`src/rtl/mem_block_xfer.sv`:
```
// Block-transfer requester: turns one cache block request into
// per-word commands on the single-port block memory.
module mem_block_xfer #(
  parameter int WORD_WIDTH      = 32,
  parameter int WORDS_PER_BLOCK = 2,
  parameter int OFFSET_BITS     = $clog2(WORDS_PER_BLOCK),
  parameter int BLOCK_ADDR_BITS = 6
) (
  input  logic                                  clk,
  input  logic                                  rst,
  input  logic                                  req_valid,
  output logic                                  req_ready,
  input  logic                                  req_write,
  input  logic [BLOCK_ADDR_BITS-1:0]            req_block_addr,
  input  logic [WORD_WIDTH*WORDS_PER_BLOCK-1:0] req_wdata,
  output logic                                  resp_valid,
  output logic [WORD_WIDTH*WORDS_PER_BLOCK-1:0] resp_rdata,
  output logic                                  busy,
  output logic                                  mem_write_en,
  output logic                                  mem_read_en,
  output logic [BLOCK_ADDR_BITS-1:0]            mem_block_addr,
  output logic [OFFSET_BITS-1:0]                mem_word_offset,
  output logic [WORD_WIDTH-1:0]                 mem_data_in,
  input  logic [WORD_WIDTH-1:0]                 mem_data_out
);

  localparam int BW = WORD_WIDTH * WORDS_PER_BLOCK;
  localparam logic [OFFSET_BITS-1:0] LAST =
    OFFSET_BITS'(WORDS_PER_BLOCK - 1);

  typedef enum logic [1:0] {
    IDLE,
    ISSUE,
    WAIT,
    RESP
  } state_t;

  state_t                     state;
  state_t                     state_nx;
  logic [OFFSET_BITS-1:0]     cnt;
  logic [OFFSET_BITS-1:0]     cnt_nx;
  logic                       wr_q;
  logic [BLOCK_ADDR_BITS-1:0] addr_q;
  logic [BW-1:0]              wdata_q;

  logic                       issue;
  logic                       issue_wr;
  logic [BLOCK_ADDR_BITS-1:0] issue_addr;
  logic [BW-1:0]              issue_blk;
  logic [WORD_WIDTH-1:0]      issue_word;

  // Next state, word counter and the command to launch on this edge
  always_comb begin
    state_nx = state;
    cnt_nx   = cnt;
    issue    = 1'b0;
    unique case (state)
      IDLE: begin
        if (req_valid) begin
          state_nx = ISSUE;
          cnt_nx   = '0;
          issue    = 1'b1;
        end
      end
      ISSUE: begin
        state_nx = WAIT;
      end
      WAIT: begin
        if (cnt == LAST) begin
          state_nx = RESP;
        end else begin
          state_nx = ISSUE;
          cnt_nx   = cnt + 1'b1;
          issue    = 1'b1;
        end
      end
      RESP: begin
        state_nx = IDLE;
      end
      default: begin
        state_nx = IDLE;
      end
    endcase
  end

  // On the accept edge the latches are not loaded yet, so the
  // command is built straight from the request inputs
  always_comb begin
    issue_wr   = wr_q;
    issue_addr = addr_q;
    issue_blk  = wdata_q;
    if (state == IDLE) begin
      issue_wr   = req_write;
      issue_addr = req_block_addr;
      issue_blk  = req_wdata;
    end
    issue_word =
      issue_blk[int'(cnt_nx)*WORD_WIDTH +: WORD_WIDTH];
  end

  // State register and word counter
  always_ff @(posedge clk or posedge rst) begin
    if (rst) begin
      state <= IDLE;
      cnt   <= '0;
    end else begin
      state <= state_nx;
      cnt   <= cnt_nx;
    end
  end

  // Request latch; later input changes are ignored
  always_ff @(posedge clk or posedge rst) begin
    if (rst) begin
      wr_q    <= 1'b0;
      addr_q  <= '0;
      wdata_q <= '0;
    end else if (state == IDLE && req_valid) begin
      wr_q    <= req_write;
      addr_q  <= req_block_addr;
      wdata_q <= req_wdata;
    end
  end

  // Registered memory command; enables last one cycle, the
  // address and data stay put through the deaf cycle
  always_ff @(posedge clk or posedge rst) begin
    if (rst) begin
      mem_read_en     <= 1'b0;
      mem_write_en    <= 1'b0;
      mem_block_addr  <= '0;
      mem_word_offset <= '0;
      mem_data_in     <= '0;
    end else begin
      mem_read_en  <= issue && !issue_wr;
      mem_write_en <= issue && issue_wr;
      if (issue) begin
        mem_block_addr  <= issue_addr;
        mem_word_offset <= cnt_nx;
        if (issue_wr) begin
          mem_data_in <= issue_word;
        end
      end
    end
  end

  // Fill data is captured at the edge closing the WAIT cycle
  always_ff @(posedge clk or posedge rst) begin
    if (rst) begin
      resp_rdata <= '0;
    end else if (state == WAIT && !wr_q) begin
      resp_rdata[int'(cnt)*WORD_WIDTH +: WORD_WIDTH] <= mem_data_out;
    end
  end

  assign req_ready  = (state == IDLE);
  assign busy       = (state != IDLE);
  assign resp_valid = (state == RESP);

endmodule
```
`config.mk`:
```
export PLATFORM = sky130hd
export DESIGN_NAME = mem_block_xfer
export DESIGN_NICKNAME = d
export VERILOG_FILES = /design/src/rtl/mem_block_xfer.sv
export SDC_FILE = /design/constraint.sdc
export NUM_CORES = 1
export LEC_CHECK = 0
export ABC_AREA = 1
export CORE_MARGIN = 2
export CORE_UTILIZATION = 36
export DETAILED_ROUTE_END_ITERATION = 16
export SLEW_MARGIN = 5
export SYNTH_ARGS = -nofsm -noshare
export SYNTH_HDL_FRONTEND = slang
export SYNTH_SLANG_ARGS = --single-unit
export TNS_END_PERCENT = 30
```
`constraint.sdc`:
```
create_clock -name clk -period 8.2 [get_ports clk]
set_input_delay 1.23 -clock clk [delete_from_list [all_inputs] [get_ports clk]]
set_output_delay 1.23 -clock clk [all_outputs]
set_load 0.02 [all_outputs]
```
==> impl_metrics.sql <==
INSERT INTO impl_metrics (metric_group, metric, value, unit) VALUES
('synth', 'syn_area_per_cell', '8.00', 'um^2'),
('die', 'floorplan.die_area', '22800', 'um^2'),
('cts', 'cts_inserted_buffers', '17', ''),
('sta', 'worstMarginPinSlew', '1120', 'ps'),
('synth', 'synth.top_cell.area_share', '57.5', '%'),
('synth', 'yosys-top-cells-area', 'sky130_fd_sc_hd__dfrtp_1 (57%), sky130_fd_sc_hd__nand2_1 (25%), sky130_fd_sc_hd__o21ai_0 (8.2%), sky130_fd_sc_hd__inv_1 (2.3%), sky130_fd_sc_hd__buf_2 (1.3%)', ''),
('flow_run', 'drv_cap', '0', ''),
('cts', 'cts-hold-fix-buffers', '0', ''),
('sta', 'timing.final.hold_violations', '0', ''),
('layout', 'antenna_cells', '0', ''),
('pwr', 'power-per-cell-area', '425', 'nW/um^2'),
('routing', 'route.detailed.vias_per_inst', '4.63', ''),
('die', 'ios', '214', ''),
('worst_setup_path', 'path_class', 'flop to primary output', ''),
('layout', 'areaGrowthSynthToFinish', '36.5', '%'),
('worst_setup_path', 'worstSetupStartpoint', 'state[0]', ''),
('worst_setup_path', 'worstSetupPathDepth', '4', ''),
('worst_setup_path', 'slowest_stage', 'sky130_fd_sc_hd__clkdlybuf4s50_1', ''),
('sta', 'setup_violations', '0', ''),
('cts', 'clkSlewWorstSetupHoldPaths', '70', 'ps'),
('sta', 'final.setup.worst_slack', '4610', 'ps'),
('synth', 'mappedNetlistArea', '7790', 'um^2'),
('routing', 'avgRoutedWirePerCell', '14.8', 'um'),
('worst_setup_path', 'rr_worst_depth', '7', ''),
('sta', 'timing_max_transition_violations_final', '0', ''),
('cts', 'maximum_buffer_depth_of_the_clock_tree', '2', ''),
('pwr', 'ir_worst_vdd', '0.000268', 'V'),
('worst_setup_path', 'cpPeakStageDelay', '730', 'ps'),
('worst_setup_path', 'worstPathMaxFanout', '65', ''),
('status', 'status', 'completed', ''),
('worst_setup_path', 'critical_path.reg2reg.endpoint', 'mem_data_in[24]', ''),
('global_routing', 'antenna_found_initial', '1', ''),
('layout', 'layout.cells.non_filler', '1445', ''),
('routing', 'routed-via-count', '6687', ''),
('sta', 'accumulated_negative_setup_slack', '0', 'ps'),
('synth', 'yosysWarnings', '0', ''),
('placement', 'dpl_cells', '1413', ''),
('routing', 'post-route-drc-count', '0', ''),
('global_routing', 'via_count_of_the_first_global_routing_pass', '6501', ''),
('layout', 'postLayoutCoreUtil', '50.3', '%'),
('synth', 'postSynthRegisterBits', '179', ''),
('worst_setup_path', 'required', '6970', 'ps'),
('cts', 'cts-htree-levels', '4', ''),
('sta', 'max_slew_margin', '25.2', '%'),
('die', 'floorplan.initialDensity', '36.8', '%'),
('layout', 'drive_above_1_share', '4.36', '%'),
('sta', 'worst_clock_skew', '11.6', 'ps'),
('worst_setup_path', 'r2r_setup_slack', '4940', 'ps'),
('synth', 'netlist-cell-type-count', '20', ''),
('sta', 'rsz0062_at_grt', 'no', ''),
('synth', 'post-synth-top-area-cell', 'sky130_fd_sc_hd__dfrtp_1', ''),
('cts', 'clk_root_buffer_cell', 'sky130_fd_sc_hd__clkbuf_16', ''),
('die', 'design.core.area', '21200', 'um^2'),
('layout', 'nets', '1263', ''),
('global_routing', 'grt.overflow.total', '0', ''),
('worst_setup_path', 'critical_path.reg2reg.startpoint', 'state[0]', ''),
('die', 'fp.dieH', '151', 'um'),
('cts', 'cts_setup_buffers', '0', ''),
('pwr', 'power.static_leakage', '5.32', 'nW'),
('synth', 'part_of_the_yosys_area_used_for_sequential_elements', '57.5', '%'),
('worst_setup_path', 'critical-path-top-delay-family', 'buffers and inverters', ''),
('cts', 'clock_insertion_delay_worst_skew', '430', 'ps'),
('die', 'die_x', '151', 'um'),
('placement', 'hpwl_after_dpl', '13.6', 'mm'),
('worst_setup_path', 'worstSetupEndpoint', 'busy', ''),
('placement', 'buffer_ports.inserted', '213', ''),
('placement', 'post-place-ws', '4420', 'ps'),
('global_routing', 'grt_pass1_wl', '34.1', 'mm'),
('cts', 'cts.repair.resized', '0', ''),
('routing', 'drtIter0Drc', '342', ''),
('worst_setup_path', 'crit_arrival', '2360', 'ps');
-- stage by stage --
step | hold slack (ps) | power [mW] | instance area (um^2)
floorplan | 453 | 2.88 | 7790
global placement | 465 | 3.71 | 10000
detailed placement | 474 | 3.74 | 10000
CTS | 491 | 4.58 | 10600
global route | 509 | 4.89 | 10600
finish | 484 | 4.52 | 10600
-- worst min path at each step --
stage                     endpoint      startpoint  cells after the start
floorplan               wdata_q[0]      wdata_q[0]                      2
global placement    resp_rdata[24]  resp_rdata[24]                      2
detailed placement     wdata_q[62]     wdata_q[62]                      2
CTS                    wdata_q[58]     wdata_q[58]                      2
global route           wdata_q[27]     wdata_q[27]                      2
finish              resp_rdata[24]  resp_rdata[24]                      2
-- logic make-up (layout without fill, tap and decap cells) --
logic type	Yosys count	after routing	synth area share [%]
and+or+nand+nor	541	541	26.5
buffers and inverters	103	299	5.99
AOI/OAI and AO/OA	151	151	10.1
DFF	179	179	57.5
-- cells in the mapped netlist --
| cell | count |
|---|---|
| sky130_fd_sc_hd__nand2_2 | 4 |
| sky130_fd_sc_hd__buf_4 | 8 |
| sky130_fd_sc_hd__buf_6 | 3 |
| sky130_fd_sc_hd__inv_1 | 48 |
| sky130_fd_sc_hd__a211oi_1 | 1 |
| sky130_fd_sc_hd__clkinv_2 | 1 |
| sky130_fd_sc_hd__nor2_4 | 1 |
| sky130_fd_sc_hd__nor2_2 | 1 |
| sky130_fd_sc_hd__a21oi_1 | 7 |
| sky130_fd_sc_hd__o211ai_1 | 1 |
| sky130_fd_sc_hd__nand2_1 | 527 |
| sky130_fd_sc_hd__buf_2 | 21 |
| sky130_fd_sc_hd__nand3_2 | 2 |
| sky130_fd_sc_hd__o22ai_1 | 7 |
| sky130_fd_sc_hd__dfrtp_1 | 179 |
| sky130_fd_sc_hd__o21ai_1 | 1 |
| sky130_fd_sc_hd__nor2_1 | 6 |
| sky130_fd_sc_hd__clkbuf_1 | 22 |
| sky130_fd_sc_hd__o21a_1 | 6 |
| sky130_fd_sc_hd__o21ai_0 | 128 |
-- cell type report --
| type | instances | area (um^2) |
|---|---|---|
| Inverter | 49 | 190 |
| Sequential cell | 179 | 4480 |
| Timing Repair Buffer | 218 | 2170 |
| Clock inverter | 15 | 168 |
| Tap cell | 275 | 344 |
| Fill cell | 2069 | 10500 |
| Clock buffer | 17 | 425 |
| Multi-Input combinational cell | 692 | 2860 |
-- worst reg2reg max path, cell delays in order, from the launching register on --
cell and delay [ps]:
sky130_fd_sc_hd__dfrtp_1 440, sky130_fd_sc_hd__nor2_4 380, sky130_fd_sc_hd__buf_4 640, sky130_fd_sc_hd__o21ai_1 160
sky130_fd_sc_hd__nand2_2 550, sky130_fd_sc_hd__clkinv_2 660, sky130_fd_sc_hd__nand2_1 240, sky130_fd_sc_hd__nand2_1 70
-- cell usage in the layout, fill, tap and decap left out, types with 5 or more instances in the layout --
cell                              synthesis  final
sky130_fd_sc_hd__nor2_1                   6      6
sky130_fd_sc_hd__buf_4                    8      5
sky130_fd_sc_hd__o21ai_0                128    128
sky130_fd_sc_hd__o22ai_1                  7      7
sky130_fd_sc_hd__dfrtp_1                179    179
sky130_fd_sc_hd__o21a_1                   6      6
sky130_fd_sc_hd__clkbuf_16                0     17
sky130_fd_sc_hd__nand2_2                  4      6
sky130_fd_sc_hd__inv_1                   48     46
sky130_fd_sc_hd__clkdlybuf4s50_1          0    213
sky130_fd_sc_hd__nand2_1                527    525
sky130_fd_sc_hd__a21oi_1                  7      6
-- routing by layer --
layer / track usage, % / up-vias / wire length [um]
met2: 29.3 / 208 / 9500
met5: 0 / - / 0
met3: 7.20 / 22 / 2040
met4: 5.05 / 0 / 259
li1: - / 3379 / -
met1: 25.8 / 3078 / 9610
-- sequential cells by signal (all words and copies together), names as in the netlist --
register         count
mem_data_in         32
mem_read_en          1
mem_block_addr       6
mem_write_en         1
resp_rdata          64
wr_q                 1
wdata_q             64
cnt                  1
addr_q               6
state                2
mem_word_offset      1
-- where the power goes --
| part | switching (mW) | total [mW] | internal [mW] |
|---|---|---|---|
| logic | 1.29 | 2.16 | 0.861 |
| clock network | 0.398 | 0.808 | 0.410 |
| registers | 0.245 | 1.55 | 1.31 |
| total | 1.94 | 4.52 | 2.58 |
No activity file was read; power rests on OpenSTA's default activity.
